===== config.mk =====
export PLATFORM = sky130hd
export DESIGN_NAME = main_ctrl_fsm_flat
export DESIGN_NICKNAME = d
export VERILOG_FILES = /design/src/rtl/ctrl_pkg.sv /design/src/rtl/main_ctrl_fsm_if.sv /design/src/rtl/mul_wait_cnt.sv /design/src/rtl/main_ctrl_fsm.sv /design/src/flat_wrapper.sv
export SDC_FILE = /design/constraint.sdc
export NUM_CORES = 1
export LEC_CHECK = 0
export ABC_AREA = 1
export BUFFER_PORTS_ARGS = -buffer_cell sky130_fd_sc_hd__buf_2
export CAP_MARGIN = 0
export CORE_UTILIZATION = 46
export CTS_CLUSTER_DIAMETER = 120
export DETAILED_ROUTE_END_ITERATION = 10
export PLACE_DENSITY = 0.76
export SYNTH_ARGS = -nofsm -noshare
export SYNTH_HDL_FRONTEND = slang
export SYNTH_SLANG_ARGS = --single-unit

===== constraint.sdc =====
create_clock -name clk -period 1.6 [get_ports clk]
set_clock_uncertainty 0.2 [all_clocks]
set_input_delay 0.08 -clock clk [delete_from_list [all_inputs] [get_ports clk]]
set_output_delay 0.08 -clock clk [all_outputs]
set_load 0.01 [all_outputs]

===== src/rtl/ctrl_pkg.sv =====
// Shared constants for the main control FSM: state encoding, per-state control
// vectors and op codes.
package ctrl_pkg;

    typedef enum logic [3:0] {
        FETCH   = 4'd0,
        DECODE  = 4'd1,
        MEMADR  = 4'd2,
        MEMRD   = 4'd3,
        MEMWB   = 4'd4,
        MEMWR   = 4'd5,
        EXECR   = 4'd6,
        EXECI   = 4'd7,
        ALUWB   = 4'd8,
        BRANCH  = 4'd9,
        MULWAIT = 4'd10,
        MULWB   = 4'd11,
        TRAP    = 4'd12
    } state_t;

    // {NextPC, Branch, MemW, RegW, IRWrite, AdrSrc, ResultSrc, ALUSrcA, ALUSrcB, ALUOp}
    localparam logic [12:0] CV_FETCH   = 13'h100C;
    localparam logic [12:0] CV_DECODE  = 13'h004C;
    localparam logic [12:0] CV_MEMADR  = 13'h0002;
    localparam logic [12:0] CV_MEMRD   = 13'h0080;
    localparam logic [12:0] CV_MEMWB   = 13'h0220;
    localparam logic [12:0] CV_MEMWR   = 13'h0480;
    localparam logic [12:0] CV_EXECR   = 13'h0001;
    localparam logic [12:0] CV_EXECI   = 13'h0003;
    localparam logic [12:0] CV_ALUWB   = 13'h0200;
    localparam logic [12:0] CV_BRANCH  = 13'h0852;
    localparam logic [12:0] CV_MULWAIT = 13'h0001;
    localparam logic [12:0] CV_MULWB   = 13'h0200;
    localparam logic [12:0] CV_TRAP    = 13'h0000;

    localparam logic [1:0] OP_DP  = 2'b00;
    localparam logic [1:0] OP_MEM = 2'b01;
    localparam logic [1:0] OP_BR  = 2'b10;

    function automatic logic [12:0] cv_of(input state_t s);
        case (s)
            FETCH:   cv_of = CV_FETCH;
            DECODE:  cv_of = CV_DECODE;
            MEMADR:  cv_of = CV_MEMADR;
            MEMRD:   cv_of = CV_MEMRD;
            MEMWB:   cv_of = CV_MEMWB;
            MEMWR:   cv_of = CV_MEMWR;
            EXECR:   cv_of = CV_EXECR;
            EXECI:   cv_of = CV_EXECI;
            ALUWB:   cv_of = CV_ALUWB;
            BRANCH:  cv_of = CV_BRANCH;
            MULWAIT: cv_of = CV_MULWAIT;
            MULWB:   cv_of = CV_MULWB;
            default: cv_of = CV_TRAP;
        endcase
    endfunction

endpackage


===== src/rtl/main_ctrl_fsm_if.sv =====
// Instruction/memory-status inputs and datapath control outputs of the main
// control FSM; master is the FSM, slave is the datapath side.
interface main_ctrl_fsm_if;
    logic [1:0] Op;
    logic [5:0] Funct;
    logic       IsMul;
    logic       MemReady;
    logic       IRWrite;
    logic       AdrSrc;
    logic [1:0] ResultSrc;
    logic [1:0] ALUSrcA;
    logic [1:0] ALUSrcB;
    logic       NextPC;
    logic       RegW;
    logic       MemW;
    logic       Branch;
    logic       ALUOp;
    logic       MulStart;
    logic [3:0] StateDbg;
    logic       IllegalInstr;

    modport master (
        input  Op, Funct, IsMul, MemReady,
        output IRWrite, AdrSrc, ResultSrc, ALUSrcA, ALUSrcB, NextPC, RegW,
               MemW, Branch, ALUOp, MulStart, StateDbg, IllegalInstr
    );

    modport slave (
        output Op, Funct, IsMul, MemReady,
        input  IRWrite, AdrSrc, ResultSrc, ALUSrcA, ALUSrcB, NextPC, RegW,
               MemW, Branch, ALUOp, MulStart, StateDbg, IllegalInstr
    );
endinterface


===== src/rtl/mul_wait_cnt.sv =====
// Multiply latency counter: loads a start value, counts down to zero and holds.
module mul_wait_cnt #(
    parameter int CNT_W = 8
) (
    input  logic             clk,
    input  logic             reset,
    input  logic             load,
    input  logic             dec,
    input  logic [CNT_W-1:0] load_val,
    output logic             zero
);

    logic [CNT_W-1:0] cnt;

    always_ff @(posedge clk or posedge reset) begin
        if (reset)
            cnt <= '0;
        else if (load)
            cnt <= load_val;
        else if (dec && (cnt != '0))
            cnt <= cnt - 1'b1;
    end

    assign zero = (cnt == '0);

endmodule


===== src/rtl/main_ctrl_fsm.sv =====
// Main control FSM of the multi-cycle core with memory stall and multi-cycle multiply.
// Build option MAIN_CTRL_FSM_TRAP_EN: Op=11 traps to TRAP instead of executing as NOP.
module main_ctrl_fsm
    import ctrl_pkg::*;
#(
    parameter int MUL_LATENCY = 3,
    parameter int CNT_W       = 8
) (
    input  logic          clk,
    input  logic          reset,
    main_ctrl_fsm_if.master bus
);

    localparam logic [CNT_W-1:0] MUL_LOAD = CNT_W'(MUL_LATENCY - 1);

    state_t      state;
    logic        dp_reg;
    logic        mul_go;
    logic        mul_done;
    logic [12:0] cv;
    logic        unused_funct;

    assign dp_reg       = (bus.Op == OP_DP) && !bus.Funct[5];
    assign mul_go       = (state == DECODE) && dp_reg && bus.IsMul;
    assign unused_funct = ^bus.Funct[4:1];

    mul_wait_cnt #(.CNT_W(CNT_W)) u_mul_cnt (
        .clk      (clk),
        .reset    (reset),
        .load     (mul_go),
        .dec      (state == MULWAIT),
        .load_val (MUL_LOAD),
        .zero     (mul_done)
    );

    // State register and next-state decode; MemReady only matters in the memory-access states
    always_ff @(posedge clk or posedge reset) begin
        if (reset) begin
            state <= FETCH;
        end else begin
            case (state)
                FETCH:   if (bus.MemReady) state <= DECODE;
                DECODE: begin
                    if (bus.Op == OP_DP)
                        state <= bus.Funct[5] ? EXECI : (bus.IsMul ? MULWAIT : EXECR);
                    else if (bus.Op == OP_MEM)
                        state <= MEMADR;
                    else if (bus.Op == OP_BR)
                        state <= BRANCH;
                    else
`ifdef MAIN_CTRL_FSM_TRAP_EN
                        state <= TRAP;
`else
                        state <= FETCH;
`endif
                end
                MEMADR:  state <= bus.Funct[0] ? MEMRD : MEMWR;
                MEMRD:   if (bus.MemReady) state <= MEMWB;
                MEMWR:   if (bus.MemReady) state <= FETCH;
                EXECR,
                EXECI:   state <= ALUWB;
                MULWAIT: if (mul_done) state <= MULWB;
                TRAP:    state <= TRAP;
                default: state <= FETCH;
            endcase
        end
    end

    // The fetch vector's NextPC and IRWrite only fire once memory returns the instruction
    always_comb begin
        cv = cv_of(state);
        if (state == FETCH) begin
            cv[12] = bus.MemReady;
            cv[8]  = bus.MemReady;
        end
    end

    assign {bus.NextPC, bus.Branch, bus.MemW, bus.RegW, bus.IRWrite, bus.AdrSrc,
            bus.ResultSrc, bus.ALUSrcA, bus.ALUSrcB, bus.ALUOp} = cv;

    assign bus.MulStart = mul_go;
    assign bus.StateDbg = state;

`ifdef MAIN_CTRL_FSM_TRAP_EN
    assign bus.IllegalInstr = (state == TRAP);
`else
    assign bus.IllegalInstr = 1'b0;
`endif

endmodule


===== src/flat_wrapper.sv =====
// flat-port wrapper written by rule: the top's interface ports become plain ports
module main_ctrl_fsm_flat import ctrl_pkg::*;
#(
    parameter int MUL_LATENCY = 3,
    parameter int CNT_W       = 8
)
  (clk, reset, bus_Op, bus_Funct, bus_IsMul, bus_MemReady, bus_IRWrite, bus_AdrSrc, bus_ResultSrc, bus_ALUSrcA, bus_ALUSrcB, bus_NextPC, bus_RegW, bus_MemW, bus_Branch, bus_ALUOp, bus_MulStart, bus_StateDbg, bus_IllegalInstr);
  main_ctrl_fsm_if bus_i ();
  input  logic clk;
  input  logic reset;
  input wire logic [$bits(bus_i.Op)-1:0] bus_Op;
  input wire logic [$bits(bus_i.Funct)-1:0] bus_Funct;
  input wire logic [$bits(bus_i.IsMul)-1:0] bus_IsMul;
  input wire logic [$bits(bus_i.MemReady)-1:0] bus_MemReady;
  output wire logic [$bits(bus_i.IRWrite)-1:0] bus_IRWrite;
  output wire logic [$bits(bus_i.AdrSrc)-1:0] bus_AdrSrc;
  output wire logic [$bits(bus_i.ResultSrc)-1:0] bus_ResultSrc;
  output wire logic [$bits(bus_i.ALUSrcA)-1:0] bus_ALUSrcA;
  output wire logic [$bits(bus_i.ALUSrcB)-1:0] bus_ALUSrcB;
  output wire logic [$bits(bus_i.NextPC)-1:0] bus_NextPC;
  output wire logic [$bits(bus_i.RegW)-1:0] bus_RegW;
  output wire logic [$bits(bus_i.MemW)-1:0] bus_MemW;
  output wire logic [$bits(bus_i.Branch)-1:0] bus_Branch;
  output wire logic [$bits(bus_i.ALUOp)-1:0] bus_ALUOp;
  output wire logic [$bits(bus_i.MulStart)-1:0] bus_MulStart;
  output wire logic [$bits(bus_i.StateDbg)-1:0] bus_StateDbg;
  output wire logic [$bits(bus_i.IllegalInstr)-1:0] bus_IllegalInstr;
  assign bus_i.Op = bus_Op;
  assign bus_i.Funct = bus_Funct;
  assign bus_i.IsMul = bus_IsMul;
  assign bus_i.MemReady = bus_MemReady;
  assign bus_IRWrite = bus_i.IRWrite;
  assign bus_AdrSrc = bus_i.AdrSrc;
  assign bus_ResultSrc = bus_i.ResultSrc;
  assign bus_ALUSrcA = bus_i.ALUSrcA;
  assign bus_ALUSrcB = bus_i.ALUSrcB;
  assign bus_NextPC = bus_i.NextPC;
  assign bus_RegW = bus_i.RegW;
  assign bus_MemW = bus_i.MemW;
  assign bus_Branch = bus_i.Branch;
  assign bus_ALUOp = bus_i.ALUOp;
  assign bus_MulStart = bus_i.MulStart;
  assign bus_StateDbg = bus_i.StateDbg;
  assign bus_IllegalInstr = bus_i.IllegalInstr;
  main_ctrl_fsm #(.MUL_LATENCY(MUL_LATENCY), .CNT_W(CNT_W)) u_core (.clk(clk), .reset(reset), .bus(bus_i));
endmodule

* Word level (Yosys, flattened, before mapping)
Memory sizes are Yosys's and may differ from the RTL's.
Cells that the tools add are included.
** Storage, ports and cells
- Register bits after elaboration :: 12
- ROM bits :: 192
- Input port bits :: 12
- Output and inout bits :: 19
- Word-level logic and storage cells :: 45
- Memories kept :: 1
** Memory list
- (no name shown) :: depth 16, bits a word 12, read ports 1, clocked after Yosys merged registers in 0, wr ports 0, line ctrl_pkg.sv:41 : case (s)
** Operators by class
- Add/subtract/negate cells :: 1
- Equal/unequal tests :: 14
- Muxes and demuxes :: 15
- Reduce and logical (&&, ||, !) cells :: 12
** Operator list (count)
- 2-to-1 mux 4 bit :: 9
- one-hot mux 4 bit (8 select lines) :: 1
- 2-to-1 mux 8 bit :: 2
- equality test 4 x 3 -> 1 bit (second input constant) :: 3
- equality test 4 x 2 -> 1 bit (second input constant) :: 2
- equality test 4 bit (second input constant) :: 2
- logical NOT 8 bit :: 1
- nonzero test 8 bit :: 1
- subtractor 8 x 1 -> 8 bit (second input constant) :: 1
- != test 2 bit (second input constant) :: 3
- equality test 4 x 1 -> 1 bit (second input constant) :: 1
- logical AND 1 bit :: 4
- logical NOT 4 bit :: 1
- AND reduction 4 bit :: 1
- 2-to-1 mux 3 bit :: 1
- equality test 2 x 1 -> 1 bit (second input constant) :: 1
- equality test 2 bit (second input constant) :: 1
- logical NOT 2 bit :: 1
- 2-to-1 mux 1 bit :: 2
- != test 2 x 1 -> 1 bit (second input constant) :: 1
- nonzero test 2 bit :: 1
- OR reduction 2 bit :: 1
- logical NOT 1 bit :: 1

* Logic depth before layout (Yosys ltp)
Gate-level depths: netlist (run 1).
- Depth in word-level cells :: 5
- Gate-level depth with buffers :: 11
- Gate-level depth less buffers :: 10

* Hierarchy
Synthesis (run 1) repeated with hierarchy kept, for this count alone.
** Unflattened totals
- Cell total of the unflattened synthesis :: 180
- Area total of the unflattened synthesis :: 1199.9 µm²
** By module, submodules not included
- mul_wait_cnt :: instances 1, cells each 91, area each 633.1 µm², seq. area each 200.2 µm²
- main_ctrl_fsm :: instances 1, cells each 89, area each 566.8 µm², seq. area each 100.1 µm²

* Worst setup path before layout (run 1)
OpenSTA, ideal clock, no wires.
- Kind :: register -> register
- Start point :: reg u_core.state[0] (netlist: u_core.bus.StateDbg[0])
- End point :: reg u_core.state[1] (netlist: u_core.bus.StateDbg[1])
- Library setup time :: 0.117 ns
- Data arrival time :: 1.325 ns
- Data required time :: 1.283 ns
- Setup slack :: -0.042 ns
- Stages on the path, launching flop included :: 12
- Path buffers :: 1
- Clock period less this slack :: 1.642 ns
- Cells stage by stage :: dfrtp_1 -> inv_1 -> ha_1 -> inv_1 -> nor2_2 -> nand2_2 -> inv_2 -> o21ai_2 -> buf_6 -> nand2_2 -> nand2_1 -> nand2_1
** Between the ends
- Word-level cells in the longest chain between the ends :: 3
- Elaborated cells on any way between the ends :: 16
- Those cells by class :: eq/ne (12); mux (1); reduce/logical (3)
** RTL lines
- from (decl) :: line main_ctrl_fsm.sv:16 : state_t state;
- from (signal assigned) :: line main_ctrl_fsm.sv:45 : state <= bus.Funct[5] ? EXECI : (bus.IsMul ? MULWAIT : EXECR);
- from (signal assigned) :: line main_ctrl_fsm.sv:57 : MEMADR: state <= bus.Funct[0] ? MEMRD : MEMWR;
- equality test 4 x 3 -> 1 bit, or another cell as far along :: line main_ctrl_fsm.sv:41 : case (state)
- OR reduction 2 bit, or another cell as far along :: line main_ctrl_fsm.sv:41
- one-hot mux 4 bit (8 select lines) / AND reduction 4 bit (equally long branches)
Several ways; a longest one is shown, not always the timed one.
A chain may end at the register's enable or synchronous reset.

* Worst setup path in the final report (run 1)
- Start point :: reg u_core.state[0] (netlist: u_core.bus.StateDbg[0])
- End point :: out bus_NextPC
** Between the ends
- Word-level cells in the longest chain between the ends :: 2
- Elaborated cells on any way between the ends :: 3
- Those cells by class :: mux (1); reduce/logical (1); memory (1)
** RTL lines
- memory (16 x 12 bit) / logical NOT 4 bit (equally long branches)
- 2-to-1 mux 1 bit * :: line main_ctrl_fsm.sv:72 : if (state == FETCH) begin
- to (decl) :: line flat_wrapper.sv:20 : output wire logic [$bits(bus_i.NextPC)-1:0] bus_NextPC;
Mark *: on every way between the ends. The rest lies on a longest branch, timed or not.

==> key figures, run 1 <==
Yosys
  • Synth top cells by count: nand2_1 (33), nor2_1 (21), inv_1 (20), nand3_1 (16), dfrtp_1 (12)
  • Synthesized cell area: between 0.001 and 0.0015 mm²
  • Area leader, netlist: dfrtp_1
  • Synth top area cells: dfrtp_1 (29%), nand2_1 (12%), ha_1 (8.4%), nand3_1 (7.6%), nor2_1 (7.5%)
  • Cell count after synthesis: 153
  • Syn avg cell area: around 6.8 µm²
  • Syn. warnings: 0
  • #FFs+latches synth: 12
  • Most common cell in the synthesized netlist: nand2_1
  • Post-synth ARST share: 1.000
  • EDFF count, synth: 0
  • Share of the synthesized area in the top cell type: 0.2867
  • Most used DFF post-synth: dfrtp_1
  • Synth unique cells: 26
  • Post-synthesis sequential area ratio: 0.2867
  • Syn_nets: around 170

Critical path
  • CP startpoint kind: flop
  • Setup crit end kind: output port
  • Worst-path cell chain: inv_2 > buf_6 > ha_4 > nand2_4 > buf_6 > nor2_2 > buf_2
  • CP Max Fanout: 3
  • CP max-delay cell: dfrtp_2
  • Worst path max stage delay: between 0.4 and 0.5 ns
  • Required @ worst endpoint: approximately 1.3 ns
  • Top delay family on crit path: buffers and inverters
  • Most frequent CP cell: buf_6
  • Buf/Inv on CP: 4
  • Crit path DAT: between 1.5 and 2 ns
  • Setup Crit Path Kind: reg -> out

Route
  • DR DRC count: 0
  • First-pass iteration count of the detailed router: 5
  • Via count: ~1400
  • Routed Antenna Nets: 0
  • Met2 Routed Length: 2010 µm
  • Top layer in use: met4
  • Wire per inst: 16.81 µm
  • Drt total wl: roughly 4100 µm
  • Drt initial violations: around 80
  • Wl on met1: 1499 µm
  • WL met3: ~360 µm
  • Drt via density: between 5 and 6

Floorplan
  • Initial Util: 0.5129
  • Die H: between 40 and 50 µm
  • Row cnt: 16
  • Floorplan Core Area: 0.002042 mm²
  • Die Width: 49.72 µm
  • I/O pin count: 31
  • Die ar.: approximately 0.0025 mm²

Layout
  • Final #Nets: about 230
  • Design area: roughly 0.0017 mm²
  • Diode count: 0
  • Share of cells above drive strength 1: 0.5327
  • # fillers: around 110
  • Synth-to-layout area growth: 65.11%

Global route
  • First-pass GRT wire length: around 5400 µm
  • Grt ovf: 0
  • All-Layer GR Usage: 0.2856
  • Number of global-route vias before repair: about 1200
  • Initial antenna violation count: 0
  • Pin count of the biggest net entering global routing: 13

Placed design
  • HPWL Detailed: 2011 µm
  • Placed inst area: around 0.0013 mm²
  • Routability Congestion: slightly below 0.9
  • Buffers on Ports: 25

CTS
  • TritonCTS buffer count: 3
  • Clk_lat worst skew: between 0.2 and 0.3 ns
  • Max Root-Sink Buffers: 2
  • Clk pin slew, worst setup/hold paths: ~0.08 ns
  • TritonCTS clock tree: done
  • CTS root buffer: clkbuf_4
  • CTS Sinks: 12
  • H-tree Lvls: 1

STA
  • Final Critical Period: between 1.5 and 2 ns
  • Fin. max-slew vios: 0
  • Final Hold Vio Count: 0
  • Max Clock Freq: between 500 and 600 MHz
  • RSZ-0062 raised after global routing: true
  • Final Setup Violations: 23
  • Period utilisation layout: 1.124
  • Final worst setup slack: -0.1980 ns

Run
  • Maxcap violations: 0

Power
  • IR drop worst, VDD: roughly 1.3 mV
  • Leak: just over 0.9 nW
  • Power Dens Cells: between 1500 and 2000 mW/mm²
  • Total power: approximately 0.0032 W

Hold path
  • Worst hold-check path type: in -> reg

Run status
  • Failing checks: setup timing
  • Status: finished, violations left
==> flip-flops by register name (all words and copies together) (netlist names) <==
name                  cells
u_core.u_mul_cnt.cnt      8
u_core.bus.StateDbg       4
==> final cells by class <==
class / count / area (µm²) / area share
repair buffers: 62 / 473.0 / 0.2735
flip-flops and latches: 12 / 305.3 / 0.1766
clock buffers: 4 / 36.28 / 0.02098
multi-input cells: 113 / 784.5 / 0.4537
inverters: 23 / 96.34 / 0.05572
well taps: 27 / 33.78 / 0.01954
==> layout by cell type, fill, tap and decap left out, drive strengths merged <==
cell type    instances
buf                 58
nand2               38
nor2                25
inv                 23
nand3               18
dfrtp               12
o21ai               12
ha                   7
nand4                5
dlygate4sd3          4
clkbuf               4
xor2                 3
a21oi                1
o22ai                1
nor3                 1
o211ai               1
conb                 1
==> per-layer routing <==
metal / track usage / up-vias
met3: 0.03086 / 23
met5: 0 / -
li1: - / 609
met2: 0.5428 / 114
met1: 0.3225 / 635
met4: 0.1000 / 0
==> per-stage QoR <==
step,TNS [ns],hold slack [ns],util,instances,worst slack [ns]
floorplan,0,-0.2554,-,153,0.006133
CTS,-1.256,0.01104,0.7892,237,-0.1036
finish,-2.296,0.01477,0.8468,241,-0.1980
global route,-3.462,0.06888,0.8468,241,-0.2463
global placement,-0.2754,-0.09295,0.6464,221,-0.03714
detailed placement,-0.6877,-0.09317,0.6464,221,-0.09035
==> where the power goes <==
part           internal (W)  switching [W]  total, W  leakage [nW]
registers          0.000432       0.000119  0.000551         0.154
clock network      0.000139       0.000119  0.000258        0.0210
logic              0.000989        0.00137   0.00236         0.731
total               0.00156        0.00161   0.00317         0.906
==> what timing repair did <==
item / 4_1_cts / 5_1_grt
hold buffers: 4 / 0
buffers inserted: 10 / 4
hold endpoints to repair: 14 / 0
gates resized for setup: 40 / 26
pin swaps: 10 / 17
setup endpoints to repair: 23 / 23
==> worst register-to-register path, stage by stage (launching register included) <==
cell and delay, ns:
dfrtp_2 0.41, buf_4 0.16, ha_4 0.18, nand2_2 0.10
buf_4 0.11, nand3_1 0.08, nand2_2 0.16, nand2_2 0.08
nand2_1 0.12, nand2_2 0.07
==> cells by family after synthesis <==
logic type | synth area share
AND/OR/NAND/NOR | 0.3943
buffers and inverters | 0.1278
AO/OA/AOI/OAI | 0.07885
flip-flops | 0.2867
adder cells (fa/ha/maj) | 0.08363
XOR/XNOR | 0.02509
other | 0.003581
==> worst paths after layout <==
check / cells past startpoint / to / slack (ns) / from
hold reg to reg: 2 / u_core.u_mul_cnt.cnt[7]$_DFFE_PP0P_ / 0.36 / u_core.u_mul_cnt.cnt[7]$_DFFE_PP0P_
max in group asynchronous: 3 / u_core.bus.StateDbg[2]$_DFFE_PP0P_ / 0.69 / reset
setup reg to reg: 9 / u_core.bus.StateDbg[0]$_DFFE_PP0P_ / -0.16 / u_core.bus.StateDbg[0]$_DFFE_PP0P_
setup / recovery: 7 / bus_NextPC / -0.20 / u_core.bus.StateDbg[0]$_DFFE_PP0P_
min in group asynchronous: 3 / u_core.u_mul_cnt.cnt[6]$_DFFE_PP0P_ / 0.15 / reset
hold / removal: 6 / u_core.bus.StateDbg[3]$_DFFE_PP0P_ / 0.01 / bus_Op[0]
(Power assumes the default switching activity.)
==> run 2: changes to the inputs <==
- REMOVE_ABC_BUFFERS: default -> 1
==> run 2 against run 1 <==
Net effect: first-iteration DRC count is 33% lower; critical endpoint is now u_core.bus.StateDbg[0]$_DFFE_PP0P_; critical path type is now reg -> reg; the run still ends with setup timing left; largest power group unchanged; count of clock-buffer cells in the layout decreased by 1; critical path depth grew 4; core utilization fell by 2.1 points; die area unchanged; clock power fell by 23%.
==> key figures, run 2 (synthesized netlist as in run 1, its figures left out) <==
Run status
  • Status: finished, violations left
  • Failing checks: setup timing

Critical path
  • CP Max Fanout: 6
  • Worst path max stage delay: ~0.40 ns
  • CP max-delay cell: dfrtp_1
  • Worst R2R End: u_core.bus.StateDbg[0]$_DFFE_PP0P_
  • Setup crit end kind: flop
  • Worst-path cell chain: inv_2 > ha_4 > inv_2 > nor2_4 > nand2_4 > buf_6 > inv_4 > o21ai_4 > buf_6 > nand3_1 > nand2_1
  • Crit path DAT: 1.73 ns
  • Setup Crit Path Kind: reg -> reg
  • Worst R2R Path Depth: 11
  • FF-to-FF Start: u_core.bus.StateDbg[0]$_DFFE_PP0P_
  • Reg-to-reg setup timing slack: -0.15 ns
  • CP startpoint kind: flop
  • Required @ worst endpoint: approximately 1.6 ns

STA
  • Setup TNS: -1.892 ns
  • Final Critical Period: between 1.5 and 2 ns
  • Fin. max-slew vios: 0
  • Period utilisation layout: 1.092
  • Worst hold margin: between 0.03 and 0.04 ns
  • Final worst setup slack: -0.1465 ns
  • Final Hold Vio Count: 0
  • Max Clock Freq: 572.6 MHz
  • RSZ-0062 raised after global routing: true
  • Final Setup Violations: 22

Placed design
  • Buffers on Ports: 25
  • Pre-CTS setup slack: -0.08106 ns
  • Placed inst area: between 0.001 and 0.0015 mm²
  • Routability Congestion: around 0.9
  • HPWL Detailed: 2014 µm

Route
  • Drt total wl: about 3600 µm
  • WL met3: 258 µm
  • Via count: 1321
  • Routed Antenna Nets: 0
  • Top layer in use: met4
  • Drt via density: ~5.6
  • Met2 Routed Length: around 1800 µm
  • Wire per inst: between 15 and 20 µm
  • First-pass iteration count of the detailed router: 4
  • Wl on met1: 1350 µm
  • DR DRC count: 0
  • Drt initial violations: 53

CTS
  • Clk_lat worst skew: roughly 0.28 ns
  • H-tree Lvls: 1
  • CTS Sinks: 12
  • Clk pin slew, worst setup/hold paths: roughly 0.08 ns
  • TritonCTS buffer count: 3
  • TritonCTS clock tree: done
  • Max Root-Sink Buffers: 2
  • CTS root buffer: clkbuf_4

Hold path
  • Hold path cells: 6
  • Worst hold path endpoint: u_core.bus.StateDbg[2]$_DFFE_PP0P_
  • Min-Delay Startpoint: bus_Funct[0]
  • Worst hold-check path type: in -> reg

Layout
  • Register Area: just over 300 µm²
  • Diode count: 0
  • Largest register by flop count: u_core.u_mul_cnt.cnt
  • Layout Utilization: 0.8254
  • Share of cells above drive strength 1: 0.5217
  • Synth-to-layout area growth: 60.93%
  • Commonest non-fill, non-tap cell in the layout: nand2_1
  • Multi-input combinational cell area: approximately 800 µm²
  • Commonest non-fill, non-tap cells in the layout: nand2_1 (28), buf_2 (23), nor2_1 (17), buf_4 (17), inv_1 (12)
  • Final #Nets: 228
  • Design area: approximately 0.0017 mm²
  • # fillers: between 100 and 150
  • Max reg flops: 8

Global route
  • Number of global-route vias before repair: 1092
  • Initial antenna violation count: 0
  • Grt ovf: 0
  • All-Layer GR Usage: 0.2498
  • First-pass GRT wire length: approximately 4800 µm
  • Pin count of the biggest net entering global routing: 14

Run
  • Maxcap violations: 0

Floorplan
  • Initial Util: 0.5129
  • Die H: roughly 50 µm
  • Die Width: between 40 and 50 µm
  • I/O pin count: 31
  • Die ar.: between 0.002 and 0.0025 mm²
  • Row cnt: 16
  • Floorplan Core Area: slightly above 0.002 mm²

Power
  • Leak: around 0.89 nW
  • IR drop worst, VDD: ~1.3 mV
  • Power Dens Cells: 1783 mW/mm²
run 2: cell count changes in the layout (fill, tap and decap cells not counted), moves of 2 or more:
cell / before / now
nand3_2: 7 / 10
nand3_1: 10 / 7
dfrtp_1: 8 / 10
buf_6: 14 / 11
buf_4: 22 / 17
dfrtp_2: 4 / 2
run 2: layer usage:
| metal | global-route usage | vias up |
|---|---|---|
| li1 | - | 591 |
| met4 | 0.02857 | 0 |
| met1 | 0.2937 | 620 |
| met5 | 0 | - |
| met2 | 0.4730 | 82 |
| met3 | 0.04938 | 28 |
run 2: how the worst max path moves through the flow:
stage | startpoint | endpoint | slack [ns] | depth (start not counted)
floorplan | u_core.bus.StateDbg[0]$_DFFE_PP0P_ | u_core.u_mul_cnt.cnt[1]$_DFFE_PP0P_ | -0.09 | 10
global placement | u_core.bus.StateDbg[0]$_DFFE_PP0P_ | u_core.u_mul_cnt.cnt[5]$_DFFE_PP0P_ | -0.02 | 8
detailed placement | u_core.bus.StateDbg[1]$_DFFE_PP0P_ | u_core.u_mul_cnt.cnt[0]$_DFFE_PP0P_ | -0.08 | 7
CTS | u_core.bus.StateDbg[0]$_DFFE_PP0P_ | bus_ALUOp | -0.12 | 8
global route | u_core.bus.StateDbg[0]$_DFFE_PP0P_ | u_core.bus.StateDbg[0]$_DFFE_PP0P_ | -0.19 | 11
finish | u_core.bus.StateDbg[0]$_DFFE_PP0P_ | u_core.bus.StateDbg[0]$_DFFE_PP0P_ | -0.15 | 11
run 2: power by group:
group / internal, W / total (W) / switching, W
logic: 0.000956 / 0.00228 / 0.00132
clock network: 0.0000876 / 0.000198 / 0.000110
registers: 0.000429 / 0.000531 / 0.000102
total: 0.00147 / 0.00301 / 0.00153
run 2: worst max-delay path: cells and delay by family (launching register included):
family          cells  cell delay [ns]
simple gates        4             0.34
fa+ha+maj           1             0.14
flops               1             0.40
buf+inv             5             0.47
compound gates      1             0.09
run 2: timing repair:
| action | in CTS | in global routing |
|---|---|---|
| hold endpoints to repair | 14 | 0 |
| buffers inserted | 4 | 5 |
| setup endpoints to repair | 24 | 25 |
| resized for setup | 35 | 31 |
| hold buffers | 3 | 0 |
| gates cloned | 0 | 1 |
| pin swaps | 10 | 17 |
run 2: per-stage QoR:
stage	power (W)	std cells
6_report	0.003005	234
2_1_floorplan	0.001553	148
5_1_grt	0.003187	234
3_5_place_dp	0.002179	219
4_1_cts	0.002596	228
3_3_place_gp	0.002113	219
run 2: final cells by class:
class                           instances  share of cell area
Clock buffer                            3             0.01336
Inverter                               23             0.05568
Multi-Input combinational cell        113              0.4722
Sequential cell                        12              0.1797
Tap cell                               27             0.02004
Timing Repair Buffer                   56              0.2591
